--- config.mk ---
export PLATFORM = sky130hd
export DESIGN_NAME = stream_arbiter_flat
export DESIGN_NICKNAME = d
export VERILOG_FILES = /design/src/rtl/stream_arbiter_if.sv /design/src/rtl/stream_arbiter.sv /design/src/flat_wrapper.sv
export SDC_FILE = /design/constraint.sdc
export NUM_CORES = 1
export LEC_CHECK = 0
export CAP_MARGIN = 10
export CELL_PAD_IN_SITES_DETAIL_PLACEMENT = 1
export CELL_PAD_IN_SITES_GLOBAL_PLACEMENT = 2
export CORE_ASPECT_RATIO = 2
export CORE_MARGIN = 2
export CORE_UTILIZATION = 30
export CTS_CLUSTER_SIZE = 20
export DETAILED_ROUTE_END_ITERATION = 7
export DONT_BUFFER_PORTS = 1
export PLACE_DENSITY = 0.83
export SLEW_MARGIN = 5
export SYNTH_ARGS = -nofsm -noshare
export SYNTH_HDL_FRONTEND = slang
export SYNTH_SLANG_ARGS = --single-unit
--- constraint.sdc ---
create_clock -name clk -period 1.7 [get_ports clk]
set_input_delay 0.34 -clock clk [delete_from_list [all_inputs] [get_ports clk]]
set_output_delay 0.34 -clock clk [all_outputs]
set_load 0.05 [all_outputs]
--- src/rtl/stream_arbiter_if.sv ---
// Handshake bundle between N_SRC input streams, the arbiter and the shared downstream port.
// The master modport is the arbiter's view; slave is the surrounding environment.
interface stream_arbiter_if #(
  parameter int T_DATA_WIDTH = 32,
  parameter int N_SRC        = 3,
  parameter int ID_WIDTH     = $clog2(N_SRC)
);
  logic [N_SRC-1:0][T_DATA_WIDTH-1:0] s_data;
  logic [N_SRC-1:0]                   s_last;
  logic [N_SRC-1:0]                   s_valid;
  logic [N_SRC-1:0]                   s_ready;
  logic [T_DATA_WIDTH-1:0]            m_data;
  logic                               m_last;
  logic [ID_WIDTH-1:0]                m_id;
  logic                               m_valid;
  logic                               m_ready;

  modport master (
    input  s_data, s_last, s_valid, m_ready,
    output s_ready, m_data, m_last, m_id, m_valid
  );

  modport slave (
    output s_data, s_last, s_valid, m_ready,
    input  s_ready, m_data, m_last, m_id, m_valid
  );
endinterface

--- src/rtl/stream_arbiter.sv ---
// Packet-granular round-robin arbiter: merges N_SRC streams into one registered
// output beat stage, holding each grant until the packet's last beat transfers.
module stream_arbiter #(
  parameter int T_DATA_WIDTH = 32,
  parameter int N_SRC        = 3,
  parameter int ID_WIDTH     = $clog2(N_SRC)
) (
  input logic              clk,
  input logic              rst,
  stream_arbiter_if.master bus
);
  typedef enum logic [0:0] {IDLE = 1'b0, GRANT = 1'b1} state_e;

  state_e                  state_q, state_d;
  logic [ID_WIDTH-1:0]     g_q, g_d;
  logic [ID_WIDTH-1:0]     p_q, p_d;
  logic [ID_WIDTH-1:0]     m_id_q, m_id_d;
  logic [T_DATA_WIDTH-1:0] m_data_q, m_data_d;
  logic                    m_last_q, m_last_d;
  logic                    m_valid_q, m_valid_d;
  logic [ID_WIDTH-1:0]     sel_s;
  logic                    found_s;
  logic                    room_s;
  logic                    xfer_s;
  logic [N_SRC-1:0]        s_ready_s;

  // Round-robin pick: first requester at or after p+1, wrapping modulo N_SRC.
  always_comb begin
    sel_s   = '0;
    found_s = 1'b0;
    for (int i = 1; i <= N_SRC; i++) begin
      if (!found_s && bus.s_valid[(int'(p_q) + i) % N_SRC]) begin
        found_s = 1'b1;
        sel_s   = ID_WIDTH'((int'(p_q) + i) % N_SRC);
      end else begin
        found_s = found_s;
      end
    end
  end

  // Next-state, grant-side ready and output-register load logic.
  always_comb begin
    state_d   = state_q;
    g_d       = g_q;
    p_d       = p_q;
    m_data_d  = m_data_q;
    m_last_d  = m_last_q;
    m_id_d    = m_id_q;
    s_ready_s = '0;
    room_s    = !m_valid_q || bus.m_ready;
    xfer_s    = 1'b0;
    // A drain empties the output stage unless a transfer below refills it.
    if (m_valid_q && bus.m_ready) begin
      m_valid_d = 1'b0;
    end else begin
      m_valid_d = m_valid_q;
    end
    case (state_q)
      IDLE: begin
        if (found_s) begin
          state_d = GRANT;
          g_d     = sel_s;
        end else begin
          state_d = IDLE;
        end
      end
      GRANT: begin
        s_ready_s[g_q] = room_s;
        xfer_s         = bus.s_valid[g_q] && room_s;
        if (xfer_s) begin
          m_data_d  = bus.s_data[g_q];
          m_last_d  = bus.s_last[g_q];
          m_id_d    = g_q;
          m_valid_d = 1'b1;
          if (bus.s_last[g_q]) begin
            p_d     = g_q;
            state_d = IDLE;
          end else begin
            state_d = GRANT;
          end
        end else begin
          state_d = GRANT;
        end
      end
      default: begin
        state_d = IDLE;
      end
    endcase
  end

  // State and output registers; reset makes source 0 the first winner.
  always_ff @(posedge clk or posedge rst) begin
    if (rst) begin
      state_q   <= IDLE;
      g_q       <= '0;
      p_q       <= ID_WIDTH'(N_SRC - 1);
      m_data_q  <= '0;
      m_last_q  <= 1'b0;
      m_id_q    <= '0;
      m_valid_q <= 1'b0;
    end else begin
      state_q   <= state_d;
      g_q       <= g_d;
      p_q       <= p_d;
      m_data_q  <= m_data_d;
      m_last_q  <= m_last_d;
      m_id_q    <= m_id_d;
      m_valid_q <= m_valid_d;
    end
  end

  assign bus.s_ready = s_ready_s;
  assign bus.m_data  = m_data_q;
  assign bus.m_last  = m_last_q;
  assign bus.m_id    = m_id_q;
  assign bus.m_valid = m_valid_q;
endmodule

--- src/flat_wrapper.sv ---
// flat-port wrapper written by rule: the top's interface ports become plain ports
module stream_arbiter_flat 
#(
  parameter int T_DATA_WIDTH = 32,
  parameter int N_SRC        = 3,
  parameter int ID_WIDTH     = $clog2(N_SRC)
)
  (clk, rst, bus_s_data, bus_s_last, bus_s_valid, bus_m_ready, bus_s_ready, bus_m_data, bus_m_last, bus_m_id, bus_m_valid);
  stream_arbiter_if #(.T_DATA_WIDTH(T_DATA_WIDTH), .N_SRC(N_SRC), .ID_WIDTH(ID_WIDTH)) bus_i ();
  input logic clk;
  input logic rst;
  input wire logic [$bits(bus_i.s_data)-1:0] bus_s_data;
  input wire logic [$bits(bus_i.s_last)-1:0] bus_s_last;
  input wire logic [$bits(bus_i.s_valid)-1:0] bus_s_valid;
  input wire logic [$bits(bus_i.m_ready)-1:0] bus_m_ready;
  output wire logic [$bits(bus_i.s_ready)-1:0] bus_s_ready;
  output wire logic [$bits(bus_i.m_data)-1:0] bus_m_data;
  output wire logic [$bits(bus_i.m_last)-1:0] bus_m_last;
  output wire logic [$bits(bus_i.m_id)-1:0] bus_m_id;
  output wire logic [$bits(bus_i.m_valid)-1:0] bus_m_valid;
  assign bus_i.s_data = bus_s_data;
  assign bus_i.s_last = bus_s_last;
  assign bus_i.s_valid = bus_s_valid;
  assign bus_i.m_ready = bus_m_ready;
  assign bus_s_ready = bus_i.s_ready;
  assign bus_m_data = bus_i.m_data;
  assign bus_m_last = bus_i.m_last;
  assign bus_m_id = bus_i.m_id;
  assign bus_m_valid = bus_i.m_valid;
  stream_arbiter #(.T_DATA_WIDTH(T_DATA_WIDTH), .N_SRC(N_SRC), .ID_WIDTH(ID_WIDTH)) u_core (.clk(clk), .rst(rst), .bus(bus_i));
endmodule
==> impl_metrics.yaml <==
status:
  status: "finished, violations left"
  violations: "setup timing"
sta:
  tightest_slew_ns: 0.499
  final_max_slew_viol_count: 0
  fin_skew_ns: 0.00311
  setup_violations: 5
  max_slew_margin_pct: 66.7
  hold_viol_final: 0
  fmax_mhz: 543
  grt_setup_unrepaired: "yes"
  post-route-period-util_pct: 108
  min_period_ns: 1.84
  setup_ws_ns: -0.141
drt:
  vias_per_cell: 5.46
  drc_errors: 0
  first_pass_iters: 4
  first_iter_violations: 83
  route.vias.total: 2090
  detail_route.wl_per_cell_um: 18.9
  wirelength_um: 7240
  postRouteAntennaNets: 0
floorplanning:
  die_h_um: 130
  die_w_um: 67.0
  num_rows: 46
  coreArea_um2: 7830
  io_pins: 144
  start_util_pct: 30.5
  die_area_um2: 8720
final_layout:
  layout_commonest_cell: "a21oi_1"
  post-route-util_pct: 38.3
  syn_to_final_growth_pct: 25.6
  final_net_count: 394
  post-route-cell-area_um2: 2990
  final_cell_mix: "67 x a21oi_1, 64 x nor2_1, 37 x dfrtp_1, 35 x mux2i_1, 16 x buf_4"
  num-fill-cells: 918
  diodes: 0
  drive_above_1_share_pct: 19.2
global_routing:
  grt_max_degree: 45
  grt_pass1_vias: 2211
  antenna_found_initial: 0
  grt_pass1_wl_um: 10600
  overflow: 0
  track_usage_pct: 16.1
setup_path:
  cp_cell_sequence: "buf_4, ha_4, mux2i_2, a2bb2oi_2, buf_4, nand2_1, a21oi_2, a211o_1"
  worstSetupEndpointType: "flop"
  r2r-end: "u_core.g_q[1]"
  cp-endpoint: "u_core.g_q[1]"
  max_stage_delay_ns: 0.57
  crit_top_cell: "buf_4"
  crit_start: "u_core.p_q[1]"
  crit_type: "reg2reg"
  crit_arrival_ns: 2.05
  worstPathRequired_ns: 1.91
  r2r-start: "u_core.p_q[1]"
  worstSetupStartpointType: "flop"
  reg2regPathDepth: 8
  crit_fanout: 4
  worst_path_max_delay_cell: "dfstp_2"
  reg2reg_slack_ns: -0.14
synthesis:
  yosys_warnings: 0
  syn_avg_cell_area_um2: 8.73
  synth_nets: 381
  ys_seq_area_share_pct: 43.1
  netlist_area_um2: 2380
  ys_types: 31
  netlist_instances: 273
  synth-seq-cells: 41
power:
  p_leak_nw: 1.38
  p_comb_share_pct: 42.3
  p_sw_mw: 4.04
  vdd_drop_max_mv: 0.899
  power_frac_clock_pct: 14.2
  pwr_density_cell_nw_per_um2: 2590
  seqPwrFrac_pct: 43.5
  sw_frac_of_total_pct: 52.1
  p_int_mw: 3.72
cts:
  clkLatencyLatePin_ns: 0.28
  cts_sinks: 41
  tritoncts: "done"
  h-tree-depth: 2
  clkTransAtPathRegs_ns: 0.06
  cts_buffers: 5
  cts_root_buffer: "clkbuf_16"
  clk_path_buf_depth: 2
placement:
  gp_congestion: 0.722
  portBuffers: 0
  dpl_cell_area_um2: 2620
  dp_hpwl_um: 5240
min_path:
  hold_depth: 2
  hold_path_class: "in2reg"
  min_from: "bus_s_data[38]"
flow_run:
  max-cap-violations: 0
layer usage:
layer	vias up	part of all wire (%)	global-route usage, %
met5	-	0	0
met4	0	2.0	5.76
met3	9	9.0	4.83
met2	116	54	29.1
met1	999	35	17.2
li1	966	-	-
cells by family after synthesis:
group | share of synthesized area (%)
mux | 17.0
fa+ha+maj | 1.57
buf+inv | 5.56
simple gates | 13.4
compound gates | 19.3
flops | 43.1
worst min-delay path by stage:
stage | to
after floorplan | u_core.g_q[0]
after global placement | u_core.bus.m_data[26]
after detailed placement | u_core.bus.m_data[26]
after CTS | u_core.bus.m_data[6]
after global routing | u_core.bus.m_data[21]
final | u_core.bus.m_data[6]
layout make-up:
class / count / area, um^2 / area share [%]
Multi-Input combinational cell: 205 / 1340 / 44.6
Sequential cell: 41 / 1030 / 34.4
Timing Repair Buffer: 27 / 313 / 10.4
Clock buffer: 7 / 143 / 4.76
Tap cell: 96 / 120 / 4.01
Clock inverter: 1 / 30.0 / 1.00
Inverter: 6 / 22.5 / 0.752
flip-flops by register name, indices dropped and copies added, names as in the netlist:
register / count
u_core.bus.m_valid: 1
u_core.p_q: 2
u_core.g_q: 2
u_core.bus.m_data: 32
u_core.state_q: 1
u_core.bus.m_last: 1
u_core.bus.m_id: 2
power groups by stage:
stage / clock network (mW) / logic (mW) / registers [mW]
2_1_floorplan: 0 / 2.23 / 3.27
3_3_place_gp: 0 / 2.67 / 3.37
3_5_place_dp: 0 / 2.83 / 3.39
4_1_cts: 1.14 / 3.10 / 3.38
5_1_grt: 1.18 / 3.61 / 3.45
6_report: 1.11 / 3.28 / 3.37
metrics by stage:
step	worst slack [ns]	hold WS, ns	power, mW	std cells	setup TNS [ns]
final	-0.141	0.263	7.76	383	-0.271
after floorplan	-0.0392	0.507	5.50	273	-0.0664
after global routing	-0.198	0.266	8.24	383	-0.614
after global placement	0.00404	0.261	6.04	364	0
after detailed placement	-0.159	0.261	6.22	364	-0.199
after CTS	-0.0849	0.259	7.63	380	-0.349
Yosys cell counts (all sizes together):
cell type / n / area [um^2]
mux2: 4 / 45.0
nor2: 66 / 250
nand2: 6 / 22.5
a21boi: 1 / 7.51
a22o: 1 / 8.76
or3b: 1 / 8.76
nand2b: 1 / 6.26
a2bb2oi: 3 / 32.5
o32ai: 1 / 8.76
ha: 3 / 37.5
o31a: 1 / 8.76
nor3b: 2 / 15.0
dfrtp: 40 / 1000
dfstp: 1 / 26.3
o31ai: 1 / 7.51
o221ai: 1 / 8.76
a21oi: 68 / 340
o21ai: 4 / 20.0
inv: 6 / 22.5
nor2b: 2 / 12.5
a2111oi: 1 / 8.76
buf: 14 / 83.8
a211o: 1 / 8.76
nor3: 1 / 5.00
mux2i: 36 / 360
clkbuf: 7 / 26.3
what timing repair did:
item / 4_1_cts / 5_1_grt
setup buffers: 7 / 2
hold buffers: 1 / 0
pin swaps: 6 / 6
endpoints found under the setup margin: 5 / 29
gates cloned: 0 / 1
gates resized for setup: 14 / 9
endpoints found under the hold margin: 18 / 0
critical path, delay by kind of cell (launching register included):
family	cells	cell delay, ns
AO/OA/AOI/OAI	3	0.48
adder cells (fa/ha/maj)	1	0.14
buffers and inverters	2	0.27
flip-flops	1	0.57
multiplexers	1	0.25
AND/OR/NAND/NOR	1	0.07
Note: power is estimated with default switching activity, not from simulation.
